**config.mk**
```make
export PLATFORM = sky130hd
export DESIGN_NAME = mem_port_arbiter_flat
export DESIGN_NICKNAME = d
export VERILOG_FILES = /design/src/rtl/mem_arb_pkg.sv /design/src/rtl/mem_port_arbiter_if.sv /design/src/rtl/mem_arb_priority.sv /design/src/rtl/mem_port_arbiter.sv /design/src/flat_wrapper.sv
export SDC_FILE = /design/constraint.sdc
export NUM_CORES = 1
export LEC_CHECK = 0
export CAP_MARGIN = 40
export CORE_ASPECT_RATIO = 2
export CORE_MARGIN = 4
export CORE_UTILIZATION = 44
export CTS_BUF_LIST = sky130_fd_sc_hd__clkbuf_4
export DETAILED_ROUTE_END_ITERATION = 10
export PLACE_DENSITY_LB_ADDON = 0.3
export SETUP_SLACK_MARGIN = 0.3
export SYNTH_ARGS = -nofsm -noshare
export SYNTH_HDL_FRONTEND = slang
export SYNTH_SLANG_ARGS = --single-unit
```
**constraint.sdc**
```tcl
create_clock -name clk -period 2.1 [get_ports clk]
set_clock_uncertainty 0.05 [all_clocks]
set_input_delay 0.21 -clock clk [delete_from_list [all_inputs] [get_ports clk]]
set_output_delay 0.21 -clock clk [all_outputs]
set_load 0.05 [all_outputs]
```
**src/rtl/mem_arb_pkg.sv**
```systemverilog
// Shared types and limits for the memory port arbiter.
// Imported by the arbiter top and its priority sub-module.
package mem_arb_pkg;

    typedef enum logic [1:0] {
        IDLE = 2'd0,
        BUSY = 2'd1,
        DONE = 2'd2
    } arb_state_t;

    typedef enum logic {
        OWN_IF = 1'b0,
        OWN_DM = 1'b1
    } arb_owner_t;

    localparam int RAM_LAT_MIN    = 1;
    localparam int RAM_LAT_MAX    = 4;
    localparam int STARVE_MAX_LIM = 15;

    localparam int CNT_W = 3;
    localparam int SC_W  = 4;

endpackage

```
**src/rtl/mem_port_arbiter_if.sv**
```systemverilog
// Request, response and RAM-side signals of the memory port arbiter.
// The arbiter uses the slave view; requesters and the RAM use master.
interface mem_port_arbiter_if;

    logic        if_req;
    logic [31:0] if_addr;
    logic [31:0] if_rdata;
    logic        if_ack;

    logic        dm_req;
    logic        dm_we;
    logic [31:0] dm_addr;
    logic [31:0] dm_wdata;
    logic [31:0] dm_rdata;
    logic        dm_ack;

    logic [31:0] ram_addr;
    logic [31:0] ram_wdata;
    logic        ram_we;
    logic [31:0] ram_rdata;

    logic        stall_pc;

    modport slave (
        input  if_req,
        input  if_addr,
        output if_rdata,
        output if_ack,
        input  dm_req,
        input  dm_we,
        input  dm_addr,
        input  dm_wdata,
        output dm_rdata,
        output dm_ack,
        output ram_addr,
        output ram_wdata,
        output ram_we,
        input  ram_rdata,
        output stall_pc
    );

    modport master (
        output if_req,
        output if_addr,
        input  if_rdata,
        input  if_ack,
        output dm_req,
        output dm_we,
        output dm_addr,
        output dm_wdata,
        input  dm_rdata,
        input  dm_ack,
        input  ram_addr,
        input  ram_wdata,
        input  ram_we,
        output ram_rdata,
        input  stall_pc
    );

endinterface

```
**src/rtl/mem_arb_priority.sv**
```systemverilog
// DM-first grant selection with an anti-starvation counter for IF.
// The counter only moves on cycles where the FSM actually grants.
module mem_arb_priority
    import mem_arb_pkg::*;
#(
    parameter int STARVE_MAX = 4
) (
    input  logic       clk,
    input  logic       rst_n,
    input  logic       if_req,
    input  logic       dm_req,
    input  logic       grant_en,
    output arb_owner_t owner
);

    localparam logic [SC_W-1:0] SMAX = SC_W'(STARVE_MAX);
    localparam logic [SC_W-1:0] ONE  = SC_W'(1);

    logic [SC_W-1:0] starve_cnt_q;
    logic [SC_W-1:0] starve_cnt_d;
    logic            if_starved;

    assign if_starved = if_req && (starve_cnt_q == SMAX);

    always_comb begin
        owner = OWN_IF;
        if (dm_req && !if_starved) begin
            owner = OWN_DM;
        end
    end

    // Only DM grants made against a waiting IF count as starvation.
    always_comb begin
        starve_cnt_d = starve_cnt_q;
        if (grant_en) begin
            if (owner == OWN_IF) begin
                starve_cnt_d = '0;
            end else if (if_req && (starve_cnt_q != SMAX)) begin
                starve_cnt_d = starve_cnt_q + ONE;
            end
        end
    end

    always_ff @(posedge clk or negedge rst_n) begin
        if (!rst_n) begin
            starve_cnt_q <= '0;
        end else begin
            starve_cnt_q <= starve_cnt_d;
        end
    end

endmodule

```
**src/rtl/mem_port_arbiter.sv**
```systemverilog
// Sequences one single-port RAM between the fetch and data ports,
// one access in flight, with a fixed-latency BUSY countdown.
module mem_port_arbiter
    import mem_arb_pkg::*;
#(
    parameter int RAM_LAT    = 1,
    parameter int STARVE_MAX = 4
) (
    input  logic                clk,
    input  logic                rst_n,
    mem_port_arbiter_if.slave   bus
);

    localparam logic [CNT_W-1:0] LAT = CNT_W'(RAM_LAT);
    localparam logic [CNT_W-1:0] ONE = CNT_W'(1);

    arb_state_t       state_q, state_d;
    arb_owner_t       owner_q, owner_d;
    arb_owner_t       grant_owner;
    logic             grant_en;
    logic [CNT_W-1:0] cnt_q, cnt_d;
    logic             wr_q, wr_d;
    logic [31:0]      ram_addr_q, ram_addr_d;
    logic [31:0]      ram_wdata_q, ram_wdata_d;
    logic             ram_we_q, ram_we_d;
    logic [31:0]      if_rdata_q, if_rdata_d;
    logic [31:0]      dm_rdata_q, dm_rdata_d;
    logic             if_ack_q, if_ack_d;
    logic             dm_ack_q, dm_ack_d;

    mem_arb_priority #(
        .STARVE_MAX (STARVE_MAX)
    ) u_prio (
        .clk      (clk),
        .rst_n    (rst_n),
        .if_req   (bus.if_req),
        .dm_req   (bus.dm_req),
        .grant_en (grant_en),
        .owner    (grant_owner)
    );

    always_comb begin
        state_d     = state_q;
        owner_d     = owner_q;
        cnt_d       = cnt_q;
        wr_d        = wr_q;
        ram_addr_d  = ram_addr_q;
        ram_wdata_d = ram_wdata_q;
        ram_we_d    = 1'b0;
        if_rdata_d  = if_rdata_q;
        dm_rdata_d  = dm_rdata_q;
        if_ack_d    = 1'b0;
        dm_ack_d    = 1'b0;
        grant_en    = 1'b0;
        unique case (state_q)
            IDLE: begin
                if (bus.if_req || bus.dm_req) begin
                    grant_en = 1'b1;
                    owner_d  = grant_owner;
                    cnt_d    = LAT;
                    state_d  = BUSY;
                    if (grant_owner == OWN_DM) begin
                        ram_addr_d  = bus.dm_addr;
                        ram_wdata_d = bus.dm_wdata;
                        wr_d        = bus.dm_we;
                        ram_we_d    = bus.dm_we;
                    end else begin
                        ram_addr_d = bus.if_addr;
                        wr_d       = 1'b0;
                    end
                end
            end
            BUSY: begin
                // A zero count means ram_rdata is valid this cycle.
                if (cnt_q == '0) begin
                    state_d = DONE;
                    if (owner_q == OWN_DM) begin
                        dm_ack_d = 1'b1;
                        if (!wr_q) begin
                            dm_rdata_d = bus.ram_rdata;
                        end
                    end else begin
                        if_ack_d   = 1'b1;
                        if_rdata_d = bus.ram_rdata;
                    end
                end else begin
                    cnt_d = cnt_q - ONE;
                end
            end
            DONE: begin
                state_d = IDLE;
            end
            default: begin
                state_d = IDLE;
            end
        endcase
    end

    always_ff @(posedge clk or negedge rst_n) begin
        if (!rst_n) begin
            state_q     <= IDLE;
            owner_q     <= OWN_IF;
            cnt_q       <= '0;
            wr_q        <= 1'b0;
            ram_addr_q  <= '0;
            ram_wdata_q <= '0;
            ram_we_q    <= 1'b0;
            if_rdata_q  <= '0;
            dm_rdata_q  <= '0;
            if_ack_q    <= 1'b0;
            dm_ack_q    <= 1'b0;
        end else begin
            state_q     <= state_d;
            owner_q     <= owner_d;
            cnt_q       <= cnt_d;
            wr_q        <= wr_d;
            ram_addr_q  <= ram_addr_d;
            ram_wdata_q <= ram_wdata_d;
            ram_we_q    <= ram_we_d;
            if_rdata_q  <= if_rdata_d;
            dm_rdata_q  <= dm_rdata_d;
            if_ack_q    <= if_ack_d;
            dm_ack_q    <= dm_ack_d;
        end
    end

    assign bus.ram_addr  = ram_addr_q;
    assign bus.ram_wdata = ram_wdata_q;
    assign bus.ram_we    = ram_we_q;
    assign bus.if_rdata  = if_rdata_q;
    assign bus.dm_rdata  = dm_rdata_q;
    assign bus.if_ack    = if_ack_q;
    assign bus.dm_ack    = dm_ack_q;
    assign bus.stall_pc  = bus.if_req & ~if_ack_q;

endmodule
```
**src/flat_wrapper.sv**
```systemverilog
// flat-port wrapper written by rule: the top's interface ports become plain ports
module mem_port_arbiter_flat import mem_arb_pkg::*;
#(
    parameter int RAM_LAT    = 1,
    parameter int STARVE_MAX = 4
)
  (clk, rst_n, bus_if_req, bus_if_addr, bus_if_rdata, bus_if_ack, bus_dm_req, bus_dm_we, bus_dm_addr, bus_dm_wdata, bus_dm_rdata, bus_dm_ack, bus_ram_addr, bus_ram_wdata, bus_ram_we, bus_ram_rdata, bus_stall_pc);
  mem_port_arbiter_if bus_i ();
  input  logic clk;
  input  logic rst_n;
  input wire logic [$bits(bus_i.if_req)-1:0] bus_if_req;
  input wire logic [$bits(bus_i.if_addr)-1:0] bus_if_addr;
  output wire logic [$bits(bus_i.if_rdata)-1:0] bus_if_rdata;
  output wire logic [$bits(bus_i.if_ack)-1:0] bus_if_ack;
  input wire logic [$bits(bus_i.dm_req)-1:0] bus_dm_req;
  input wire logic [$bits(bus_i.dm_we)-1:0] bus_dm_we;
  input wire logic [$bits(bus_i.dm_addr)-1:0] bus_dm_addr;
  input wire logic [$bits(bus_i.dm_wdata)-1:0] bus_dm_wdata;
  output wire logic [$bits(bus_i.dm_rdata)-1:0] bus_dm_rdata;
  output wire logic [$bits(bus_i.dm_ack)-1:0] bus_dm_ack;
  output wire logic [$bits(bus_i.ram_addr)-1:0] bus_ram_addr;
  output wire logic [$bits(bus_i.ram_wdata)-1:0] bus_ram_wdata;
  output wire logic [$bits(bus_i.ram_we)-1:0] bus_ram_we;
  input wire logic [$bits(bus_i.ram_rdata)-1:0] bus_ram_rdata;
  output wire logic [$bits(bus_i.stall_pc)-1:0] bus_stall_pc;
  assign bus_i.if_req = bus_if_req;
  assign bus_i.if_addr = bus_if_addr;
  assign bus_if_rdata = bus_i.if_rdata;
  assign bus_if_ack = bus_i.if_ack;
  assign bus_i.dm_req = bus_dm_req;
  assign bus_i.dm_we = bus_dm_we;
  assign bus_i.dm_addr = bus_dm_addr;
  assign bus_i.dm_wdata = bus_dm_wdata;
  assign bus_dm_rdata = bus_i.dm_rdata;
  assign bus_dm_ack = bus_i.dm_ack;
  assign bus_ram_addr = bus_i.ram_addr;
  assign bus_ram_wdata = bus_i.ram_wdata;
  assign bus_ram_we = bus_i.ram_we;
  assign bus_i.ram_rdata = bus_ram_rdata;
  assign bus_stall_pc = bus_i.stall_pc;
  mem_port_arbiter #(.RAM_LAT(RAM_LAT), .STARVE_MAX(STARVE_MAX)) u_core (.clk(clk), .rst_n(rst_n), .bus(bus_i));
endmodule
```
==> impl_results.md <==
- Share of the synthesized area in the top cell type: 0.585
- Yosys reg bits: 142
- Remaining Overflow, GRT: 0
- Die Span Y: 174 um
- Post-Syn Instances: 460
- Most common library cells after synthesis: 142 x dfrtp_1, 66 x mux2_2, 38 x o21ai_0
- R2r startpoint: u_core.cnt_q[0]$_DFFE_PN0P_
- Met1 Usage GRT: 0.249
- Clk root buf: clkbuf_4
- ANT nets after route: 0
- Total CTS buffers: 17
- Reg2reg setup slack: 0.29 ns
- Wire per inst: 20.4 um
- Core area: 13500 sq um
- Die W: 91.1 um
- Critical Path Fanout Max: 8
- Worst VDD drop: 0.986 mV
- Pin count of the biggest net entering global routing: 55
- Netlist Area Pre-Place: 6080 sq um
- Top-Level Pins: 265
- Total global routing track utilization: 0.227
- HP Class: in2async
- Syn nets: 597
- Final Non-Filler Cells: 912
- Max-cap viol count: 0
- M2 GR Usage: 0.404
- Vias in the first global route: 5309
- Die ar.: 15900 sq um
- Distinct cells, synth: 35
- Clk slew on worst S/H paths: 0.14 ns
- Most used DFF post-synth: dfrtp_1
- Gpl congestion: 0.849
- Grt peak-use layer: met2
- Final Cell Area: 9510 sq um
- Setup_tns: 0 ns
- Iteration count of the initial detailed-routing pass: 5
- Fmax: 552 MHz
- Fin worst setup slack: 0.289 ns
- Top cells by area, synth: dfrtp_1 58%, mux2_2 12%, mux2_4 7.2%
- Starting Density: 0.450
- Post-synth EDFFs: 0
- Mean Syn Cell Area: 13.2 sq um
- RSZ-0062 raised after global routing: false
- Req. time, crit path: 2.47 ns
- Final setup violation count: 0
- Outcome: finished clean
- First-pass GRT wire length: 28300 um
- WS Path Type: reg2reg
- Clock Tree Buf Depth: 2
- Pre-CTS setup slack: 0.159 ns
- Main combinational cell family by area after synthesis: multiplexers
- Worst slew pin tran: 0.589 ns
- Share of cells above drive strength 1: 0.246
- Sequential area share after synthesis: 0.585
- Endpoints failing hold: 0
- Minimum clock period: 1.81 ns
- R2R cell count: 7
- H-tree Lvls: 4
- Worst-Skew Late Latency: 0.53 ns
- Vias per cell: 5.47
- Drt total wl: 18600 um
- Asr flop ratio synth: 1.00
- Slew Limit Fails: 0
- Post-layout util: 0.704
- FF-to-FF End: u_core.bus.if_rdata[26]$_DFFE_PN0P_
- Multiplexer share of the synthesized area: 0.203
- Adder-cell share of the synthesized area: 0.00823
- Antenna violations before repair: 1
- Startpoint types: register
- I/O Buffers: 264
- Most common cell in the netlist: dfrtp_1
- Post-synthesis xor/xnor area fraction: 0
- Placed Cells: 859
- Row cnt: 60
- Final net count: 880
- Total power divided by cell area: 1800 nW/um^2
- Dominant cell type by area after synthesis: dfrtp_1
- Via count: 4991
- CP arrival: 2.18 ns
- Simple-gate portion of the synthesized area: 0.0935
- Detail Placement HPWL: 13100 um
- Slew HR: 0.609
- DRC viols: 0
- Syn. warnings: 0
- Critical Path End Type: register
- Drt initial violations: 152
- Synth-to-Final Area Change: 56.5%
- Post-DP Area: 8990 sq um
- Sink Count: 142
- TritonCTS clock tree: yes
- Fin crit share: 0.862
- P_leak: 4.20 nW
- Compound-gate portion of the synthesized area: 0.0751
- Met3 usage: 0.0572
cell type report:
class | count | area, sq um
Multi-Input combinational cell | 272 | 2350
Antenna cell | 1 | 2.50
Clock inverter | 14 | 170
Inverter | 6 | 22.5
Clock buffer | 18 | 135
Fill cell | 1004 | 4000
Timing Repair Buffer | 304 | 3090
Sequential cell | 142 | 3550
Tap cell | 155 | 194
state kept, by name, indices dropped and copies added, names as in the netlist:
| register | count |
|---|---|
| u_core.bus.dm_rdata | 32 |
| u_core.bus.if_rdata | 32 |
| u_core.u_prio.starve_cnt_q | 4 |
| u_core.bus.dm_ack | 1 |
| u_core.bus.if_ack | 1 |
| u_core.bus.ram_addr | 32 |
| u_core.state_q | 2 |
| u_core.bus.ram_wdata | 32 |
| u_core.owner_q | 1 |
| u_core.bus.ram_we | 1 |
| u_core.wr_q | 1 |
| u_core.cnt_q | 3 |
worst max-delay path, stage by stage, from the launching register on:
cell and delay, ns:
dfrtp_1 0.41, inv_2 0.09, ha_4 0.14, and4bb_4 0.24, nor2b_4 0.18, buf_6 0.15, clkbuf_16 0.17, mux2_4 0.30
repair_timing:
item / CTS / global route
buffers inserted: 4 / 8
endpoints found under the hold margin: 124 / 0
pin swaps: 0 / 2
gates cloned: 2 / 5
hold buffers: 1 / 0
endpoints found under the setup margin: 227 / 110
resized for setup: 147 / 43
how the worst max path moves through the flow:
| stage | from | slack, ns | to |
|---|---|---|---|
| after floorplan | u_core.cnt_q[0]$_DFFE_PN0P_ | 0.35 | u_core.bus.if_rdata[10]$_DFFE_PN0P_ |
| after global placement | bus_if_req | 0.23 | u_core.bus.ram_addr[27]$_DFFE_PN0P_ |
| after detailed placement | bus_if_req | 0.16 | u_core.bus.ram_addr[6]$_DFFE_PN0P_ |
| after CTS | u_core.cnt_q[1]$_DFFE_PN0P_ | 0.22 | u_core.bus.if_rdata[23]$_DFFE_PN0P_ |
| after global routing | u_core.cnt_q[0]$_DFFE_PN0P_ | 0.27 | u_core.bus.if_rdata[0]$_DFFE_PN0P_ |
| final | u_core.cnt_q[0]$_DFFE_PN0P_ | 0.29 | u_core.bus.if_rdata[26]$_DFFE_PN0P_ |
per-stage QoR:
step / power (W) / hold WS (ns)
detailed placement: 0.0158 / 0.139
floorplan: 0.0120 / -0.136
finish: 0.0171 / 0.120
global placement: 0.0155 / 0.132
global route: 0.0179 / 0.128
CTS: 0.0169 / 0.0822
per-layer routing:
layer  vias to the layer above  part of all wire
met4                         0             0.032
met1                      2443              0.35
li1                       2266                 -
met3                        36             0.067
met2                       246              0.55
met5                         -                 0
power breakdown:
group,internal (W),switching (W)
registers,0.00410,0.000765
clock network,0.000766,0.00112
logic,0.00354,0.00683
total,0.00841,0.00871
logic make-up (layout without fill, tap and decap cells):
logic type               Yosys count  after routing
AO/OA/AOI/OAI                     74             74
adder cells (fa/ha/maj)            4              4
buffers and inverters             46            342
flip-flops                       142            142
multiplexers                     100            100
other                              0              1
AND/OR/NAND/NOR                   94             94
placed cells by master, fill, tap and decap left out, types with 5 or more instances in the layout:
master,count
o21ai_0,38
mux2_4,30
clkdlybuf4s50_1,131
buf_4,20
clkbuf_4,18
dfrtp_1,141
clkdlybuf4s15_1,33
nand2_1,6
dlygate4sd2_1,94
o211ai_1,32
mux2_2,66
nand3_1,34
nand4_1,34
buf_12,10
clkbuf_16,5
inv_6,5
No activity file was read; power rests on OpenSTA's default activity.
